[src/rtl/mem_bus_arbiter_pkg.sv]
// Shared CPU memory-arbiter definitions: arbiter state encoding, bus size codes,
// and the fairness threshold used when MEM_ARB_FAIRNESS_EN is defined.
package mem_bus_arbiter_pkg;

    typedef enum logic [2:0] {
        ST_IDLE   = 3'd0,
        ST_ADDR_I = 3'd1,
        ST_ADDR_D = 3'd2,
        ST_WAIT_I = 3'd3,
        ST_WAIT_D = 3'd4
    } arb_state_t;

    localparam logic [1:0] SIZE_BYTE = 2'd0;
    localparam logic [1:0] SIZE_HALF = 2'd1;
    localparam logic [1:0] SIZE_WORD = 2'd2;

    // Consecutive data grants tolerated while a fetch is waiting.
    localparam logic [1:0] FAIR_LIMIT = 2'd2;

    function automatic logic is_fetch_state(input arb_state_t s);
        return (s == ST_ADDR_I) || (s == ST_WAIT_I);
    endfunction

endpackage

[src/rtl/mem_bus_arbiter_hold_reg.sv]
// Per-requester read-data register: passes bus data through in the completing
// cycle and keeps presenting the captured value afterwards.
module mem_arb_hold_reg #(
    parameter int DATA_W = 32
) (
    input  logic              clk,
    input  logic              rst,
    input  logic              capture,
    input  logic [DATA_W-1:0] din,
    output logic [DATA_W-1:0] dout
);

    logic [DATA_W-1:0] hold_q;

    always_ff @(posedge clk) begin
        if (rst) begin
            hold_q <= '0;
        end else if (capture) begin
            hold_q <= din;
        end
    end

    assign dout = capture ? din : hold_q;

endmodule

[src/rtl/mem_bus_arbiter.sv]
// Shares one SRAM-like memory port between instruction fetch and data access,
// data first; define MEM_ARB_FAIRNESS_EN to bound how long a fetch can be starved.
module mem_bus_arbiter
    import mem_bus_arbiter_pkg::*;
#(
    parameter int ADDR_W = 32,
    parameter int DATA_W = 32
) (
    input  logic              clk,
    input  logic              rst,
    input  logic              flush,
    input  logic              inst_req,
    input  logic [ADDR_W-1:0] inst_addr,
    output logic [DATA_W-1:0] inst_rdata,
    output logic              inst_data_ok,
    input  logic              data_req,
    input  logic              data_wr,
    input  logic [1:0]        data_size,
    input  logic [ADDR_W-1:0] data_addr,
    input  logic [DATA_W-1:0] data_wdata,
    output logic [DATA_W-1:0] data_rdata,
    output logic              data_data_ok,
    output logic              bus_req,
    output logic              bus_wr,
    output logic [1:0]        bus_size,
    output logic [ADDR_W-1:0] bus_addr,
    output logic [DATA_W-1:0] bus_wdata,
    input  logic              bus_addr_ok,
    input  logic              bus_data_ok,
    input  logic [DATA_W-1:0] bus_rdata,
    output logic              i_stall,
    output logic              d_stall
);

    arb_state_t state_q;
    arb_state_t state_d;
    logic       kill_q;
    logic       kill_d;
    logic       kill_now;
    logic       fetch_busy;
    logic       grant_i;
    logic       grant_d;

    assign fetch_busy = is_fetch_state(state_q);
    // A flush arriving in the same cycle as the fetch response must already suppress it.
    assign kill_now   = kill_q | (flush & fetch_busy);

    assign inst_data_ok = (state_q == ST_WAIT_I) & bus_data_ok & ~kill_now;
    assign data_data_ok = (state_q == ST_WAIT_D) & bus_data_ok;

    assign i_stall = inst_req & ~inst_data_ok;
    assign d_stall = data_req & ~data_data_ok;

`ifdef MEM_ARB_FAIRNESS_EN
    logic [1:0] fair_cnt_q;
    logic       fair_turn;

    assign fair_turn = inst_req & (fair_cnt_q == FAIR_LIMIT);
    assign grant_i   = inst_req & (~data_req | fair_turn);
    assign grant_d   = data_req & ~grant_i;

    // Counts data grants that overtook a waiting fetch; saturates by handing the next slot to fetch.
    always_ff @(posedge clk) begin
        if (rst) begin
            fair_cnt_q <= '0;
        end else if (state_q == ST_IDLE) begin
            if (grant_i) begin
                fair_cnt_q <= '0;
            end else if (grant_d) begin
                fair_cnt_q <= inst_req ? fair_cnt_q + 2'd1 : 2'd0;
            end
        end
    end
`else
    assign grant_d = data_req;
    assign grant_i = inst_req & ~data_req;
`endif

    always_ff @(posedge clk) begin
        if (rst) begin
            state_q <= ST_IDLE;
            kill_q  <= 1'b0;
        end else begin
            state_q <= state_d;
            kill_q  <= kill_d;
        end
    end

    always_comb begin
        state_d   = state_q;
        kill_d    = kill_q;
        bus_req   = 1'b0;
        bus_wr    = 1'b0;
        bus_size  = SIZE_BYTE;
        bus_addr  = '0;
        bus_wdata = '0;

        case (state_q)
            ST_IDLE: begin
                if (grant_d) begin
                    state_d = ST_ADDR_D;
                end else if (grant_i) begin
                    state_d = ST_ADDR_I;
                end
            end
            ST_ADDR_I: begin
                bus_req  = 1'b1;
                bus_size = SIZE_WORD;
                bus_addr = inst_addr;
                if (bus_addr_ok) begin
                    state_d = ST_WAIT_I;
                end
            end
            ST_ADDR_D: begin
                bus_req   = 1'b1;
                bus_wr    = data_wr;
                bus_size  = data_size;
                bus_addr  = data_addr;
                bus_wdata = data_wdata;
                if (bus_addr_ok) begin
                    state_d = ST_WAIT_D;
                end
            end
            ST_WAIT_I, ST_WAIT_D: begin
                if (bus_data_ok) begin
                    state_d = ST_IDLE;
                end
            end
            default: begin
                state_d = ST_IDLE;
            end
        endcase

        // The killed fetch still completes its bus handshake; the flag lives until IDLE.
        if (flush & fetch_busy) begin
            kill_d = 1'b1;
        end
        if (state_d == ST_IDLE) begin
            kill_d = 1'b0;
        end
    end

    mem_arb_hold_reg #(
        .DATA_W (DATA_W)
    ) u_inst_hold (
        .clk     (clk),
        .rst     (rst),
        .capture (inst_data_ok),
        .din     (bus_rdata),
        .dout    (inst_rdata)
    );

    mem_arb_hold_reg #(
        .DATA_W (DATA_W)
    ) u_data_hold (
        .clk     (clk),
        .rst     (rst),
        .capture (data_data_ok),
        .din     (bus_rdata),
        .dout    (data_rdata)
    );

endmodule
[config.mk]
export PLATFORM = sky130hd
export DESIGN_NAME = mem_bus_arbiter
export DESIGN_NICKNAME = d
export VERILOG_FILES = /design/src/rtl/mem_bus_arbiter_pkg.sv /design/src/rtl/mem_bus_arbiter_hold_reg.sv /design/src/rtl/mem_bus_arbiter.sv
export SDC_FILE = /design/constraint.sdc
export NUM_CORES = 1
export LEC_CHECK = 0
export BUFFER_PORTS_ARGS = -buffer_cell sky130_fd_sc_hd__buf_2
export CORE_AREA = 2 2 107 109
export CTS_BUF_LIST = sky130_fd_sc_hd__clkbuf_4 sky130_fd_sc_hd__clkbuf_8
export DETAILED_ROUTE_END_ITERATION = 8
export DIE_AREA = 0 0 109 111
export HOLD_SLACK_MARGIN = 0.15
export PLACE_DENSITY = 0.65
export SLEW_MARGIN = 10
export SYNTH_ARGS = -nofsm -noshare
export SYNTH_HDL_FRONTEND = slang
export SYNTH_SLANG_ARGS = --single-unit
[constraint.sdc]
create_clock -name clk -period 1.75 [get_ports clk]
set_clock_uncertainty 0.1 [all_clocks]
set_input_delay 0 -clock clk [delete_from_list [all_inputs] [get_ports clk]]
set_output_delay 0 -clock clk [all_outputs]
set_load 0.01 [all_outputs]
==> metrics.log <==
INFO  metric setup_ws = -0.112 ns
INFO  metric floorplan.initialDensity = 31.6%
INFO  metric synth_fp_nets = 532
INFO  metric finalWorstPathRequiredPeriod = 1.86 ns
INFO  metric first_pass_iters = 4
INFO  metric worstSkewPairLatency = 0.35 ns
INFO  metric grt.total_usage = 26.0%
INFO  metric min-delay-path-class = input port to primary output
INFO  metric max_slew_margin = 79.0%
INFO  metric vias_per_cell = 4.93
INFO  metric finish.utilization = 60.5%
INFO  metric clk_root_buffer_cell = clkbuf_8
INFO  metric num-fill-cells = 935
INFO  metric crit_slowest_cell = and4bb_4
INFO  metric share_comb_of_total_power = 28.7%
INFO  metric holdPathStages = 3
INFO  metric cp_endpoint_kind = primary output
INFO  metric power.internal = 3.25 mW
INFO  metric critical_path_cell_by_cell = and4bb_4 > buf_6 > buf_16 > mux2_4 > buf_6
INFO  metric syn_area = 3500 µm²
INFO  metric cts_made_buffers = 9
INFO  metric failed_checks = negative setup slack
INFO  metric routed_wire_length_per_instance = 19.0 µm
INFO  metric routabilityCongestion = 0.860
INFO  metric unrepaired_setup_endpoints_after_global_routing = yes
INFO  metric hold_viol_final = 0
INFO  metric tritoncts = done
INFO  metric switching_power = 1.22 mW
INFO  metric vdd_ir_drop_max = 0.442 mV
INFO  metric clkPwrFrac = 35.9%
INFO  metric numPortBuffers = 273
INFO  metric sequential_cell_area = 1370 µm²
INFO  metric min_delay_startpoint = data_wdata[12]
INFO  metric clkTransAtPathRegs = 0.07 ns
INFO  metric worst_hold_path.endpoint = bus_wdata[12]
INFO  metric setup.worst_path.class = flop to primary output
INFO  metric routed-via-count = 4,335
INFO  metric reg2reg_slack = 0.11 ns
INFO  metric cts_sinks = 68
INFO  metric placement_rows = 39
INFO  metric syn_inst = 394
INFO  metric route.detailed.drc = 0
INFO  metric grt.overflow.total = 0
INFO  metric postSynthRegisterBits = 68
INFO  metric timing_max_transition_violations_final = 0
INFO  metric ys_warn_count = 0
INFO  metric grt_pass1_vias = 4,327
INFO  metric final_nets = 867
INFO  metric p_leak = 3.40 nW
INFO  metric floorplan.core_area = 11,100 µm²
INFO  metric wirelength = 16,700 µm
INFO  metric io_pins = 274
INFO  metric multi_input_area = 2140 µm²
INFO  metric flow.area_growth_from_synthesis = 91.6%
INFO  metric pwr-share-seq = 35.3%
INFO  metric synth.lib_cells_used.distinct = 27
INFO  metric first_pass_grt_wire_length = 23,600 µm
INFO  metric status = finished with violations
INFO  metric total_power = 4.47 mW
INFO  metric finish.instance_area = 6700 µm²
INFO  metric r2r_start = state_q[0]
INFO  metric dp_slack = 0.125 ns
INFO  metric timing.critical_path.from_type = flop
INFO  metric worst-endpoint-required = 1.65 ns
INFO  metric worst_r2r_endpoint = u_data_hold.hold_q[13]
INFO  metric cp_max_fo = 5
INFO  metric final_layout_size_suffix_gt1_share = 54.8%
INFO  metric synth_sequential_area_ratio = 38.9%
INFO  metric antenna_violation_net_count_after_detailed_routing = 0
INFO  metric initial_antenna_violation_count = 3
INFO  metric max_stage_delay = 0.38 ns
INFO  metric placement.cell_area = 5090 µm²
INFO  metric htree_num_levels = 3
INFO  metric max_cap_violations = 0
INFO  metric synth.avg_cell_area = 8.87 µm²
INFO  metric width_of_the_chip = 109 µm
INFO  metric dp.final_hpwl = 10,800 µm
INFO  metric worst-path-buf-inv = 3
INFO  metric floorplan.die_area = 12,100 µm²
INFO  metric final.setup.tns = -4.41 ns
INFO  metric critical-path-top-cell-by-count = buf_6
INFO  metric grt_max_degree = 43
INFO  metric top_achievable_clock_speed = 0.537 GHz
INFO  metric tightest_slew = 0.311 ns
INFO  metric die-height = 111 µm
INFO  metric timing.critical_path.arrival = 1.76 ns
INFO  metric report.final.setup_viol = 102
INFO  metric pwr_density_cell = 668 nW/µm²
INFO  metric p_sw_share = 27.3%
INFO  metric cts-root-to-sink-buffers = 2
INFO  metric crit_family = buffers and inverters
INFO  metric detailedRoute.firstIterationViolations = 233
INFO  metric final_min_period_over_clock_period = 106%
INFO  metric r2r.worst_path.cells = 5
## repair_timing
action,in CTS,in global routing
resized for setup,103,23
cloned,9,5
endpoints found under the hold margin,68,0
hold buffers,38,0
setup buffers,15,6
endpoints found under the setup margin,102,133
pin swaps,8,5
## placed cells by master (no fill, tap or decap), types with 3 or more instances in the layout
cell / count
clkbuf_8: 10
a22o_1: 29
nand3_2: 11
buf_6: 56
bufinv_16: 3
buf_12: 7
nand2_2: 4
nand2_1: 29
dlygate4sd3_1: 38
o21ai_0: 25
buf_2: 232
dfxtp_1: 65
o21ai_1: 9
nor2b_1: 37
buf_16: 6
and2_1: 34
dfxtp_2: 3
mux2_4: 32
clkbuf_16: 5
nand3_1: 19
nor2_1: 5
buf_4: 14
a22o_4: 3
a21oi_1: 34
## layer usage
layer,track usage (%),vias to the layer above,wire length (µm)
met5,0,-,13
met2,43.9,187,8590
met4,10.3,2,466
met3,10.8,36,1540
met1,28.4,2060,6090
li1,-,2050,-
## how the worst max path moves through the flow
stage,start,slack [ns],depth (start not counted),endpoint
2_1_floorplan,state_q[2],0.08,6,u_data_hold.hold_q[26]
3_3_place_gp,state_q[2],0.15,4,u_data_hold.hold_q[1]
3_5_place_dp,state_q[2],0.13,4,u_data_hold.hold_q[1]
4_1_cts,state_q[1],-0.12,5,data_rdata[15]
5_1_grt,state_q[1],-0.18,7,bus_addr[6]
6_report,state_q[0],-0.11,5,data_rdata[7]
## power by group through the flow
| stage | clock [mW] | sequential [mW] | combinational [mW] |
|---|---|---|---|
| floorplan | 0 | 1.61 | 0.437 |
| global placement | 0 | 1.61 | 0.892 |
| detailed placement | 0 | 1.61 | 0.899 |
| CTS | 1.63 | 1.58 | 1.20 |
| global route | 1.68 | 1.58 | 1.37 |
| finish | 1.61 | 1.58 | 1.28 |
## cell families after synthesis
kind of cell | after synthesis | share of synthesized area [%]
simple gates | 154 | 24.6
compound gates | 103 | 18.4
flops | 68 | 38.9
buf+inv | 37 | 5.08
mux | 32 | 13.0
## layout make-up
class,instances,share of cell area (%)
Antenna cell,2,0.0747
Tap cell,143,2.67
Clock inverter,6,1.66
Sequential cell,68,20.4
Timing Repair Buffer,361,41.1
Clock buffer,10,2.05
Multi-Input combinational cell,289,32.0
## registers in the layout, indices dropped and copies added (netlist names)
register	flops
u_inst_hold.hold_q	32
state_q	3
kill_q	1
u_data_hold.hold_q	32
## worst register-to-register path, stage by stage, from the launching register on
cell	delay, ns
dfxtp_2	0.33
and4bb_4	0.38
buf_6	0.15
buf_16	0.13
mux2_4	0.31
nor2b_1	0.14
## Yosys cell counts, drive strengths merged
library cell,count,area (µm²)
a21o,1,7.51
a21oi,34,170
a22o,32,280
a41oi,1,8.76
and2,34,213
and3b,1,8.76
and4bb,1,12.5
buf,14,91.3
clkbuf,23,86.3
dfxtp,68,1360
mux2,32,454
nand2,33,124
nand2b,1,6.26
nand3,32,160
nand4bb,1,11.3
nor2,6,22.5
nor2b,39,244
nor3b,1,12.5
nor4b,2,17.5
nor4bb,2,20.0
o21ai,34,170
o21bai,1,7.51
or2,1,6.26
## metrics by stage
stage | hold slack (ns) | instances
after floorplan | 0.0288 | 394
after global placement | 0.184 | 793
after detailed placement | 0.184 | 793
after CTS | 0.184 | 869
after global routing | 0.195 | 877
final | 0.184 | 879
Power figures use the tool's default switching activity.
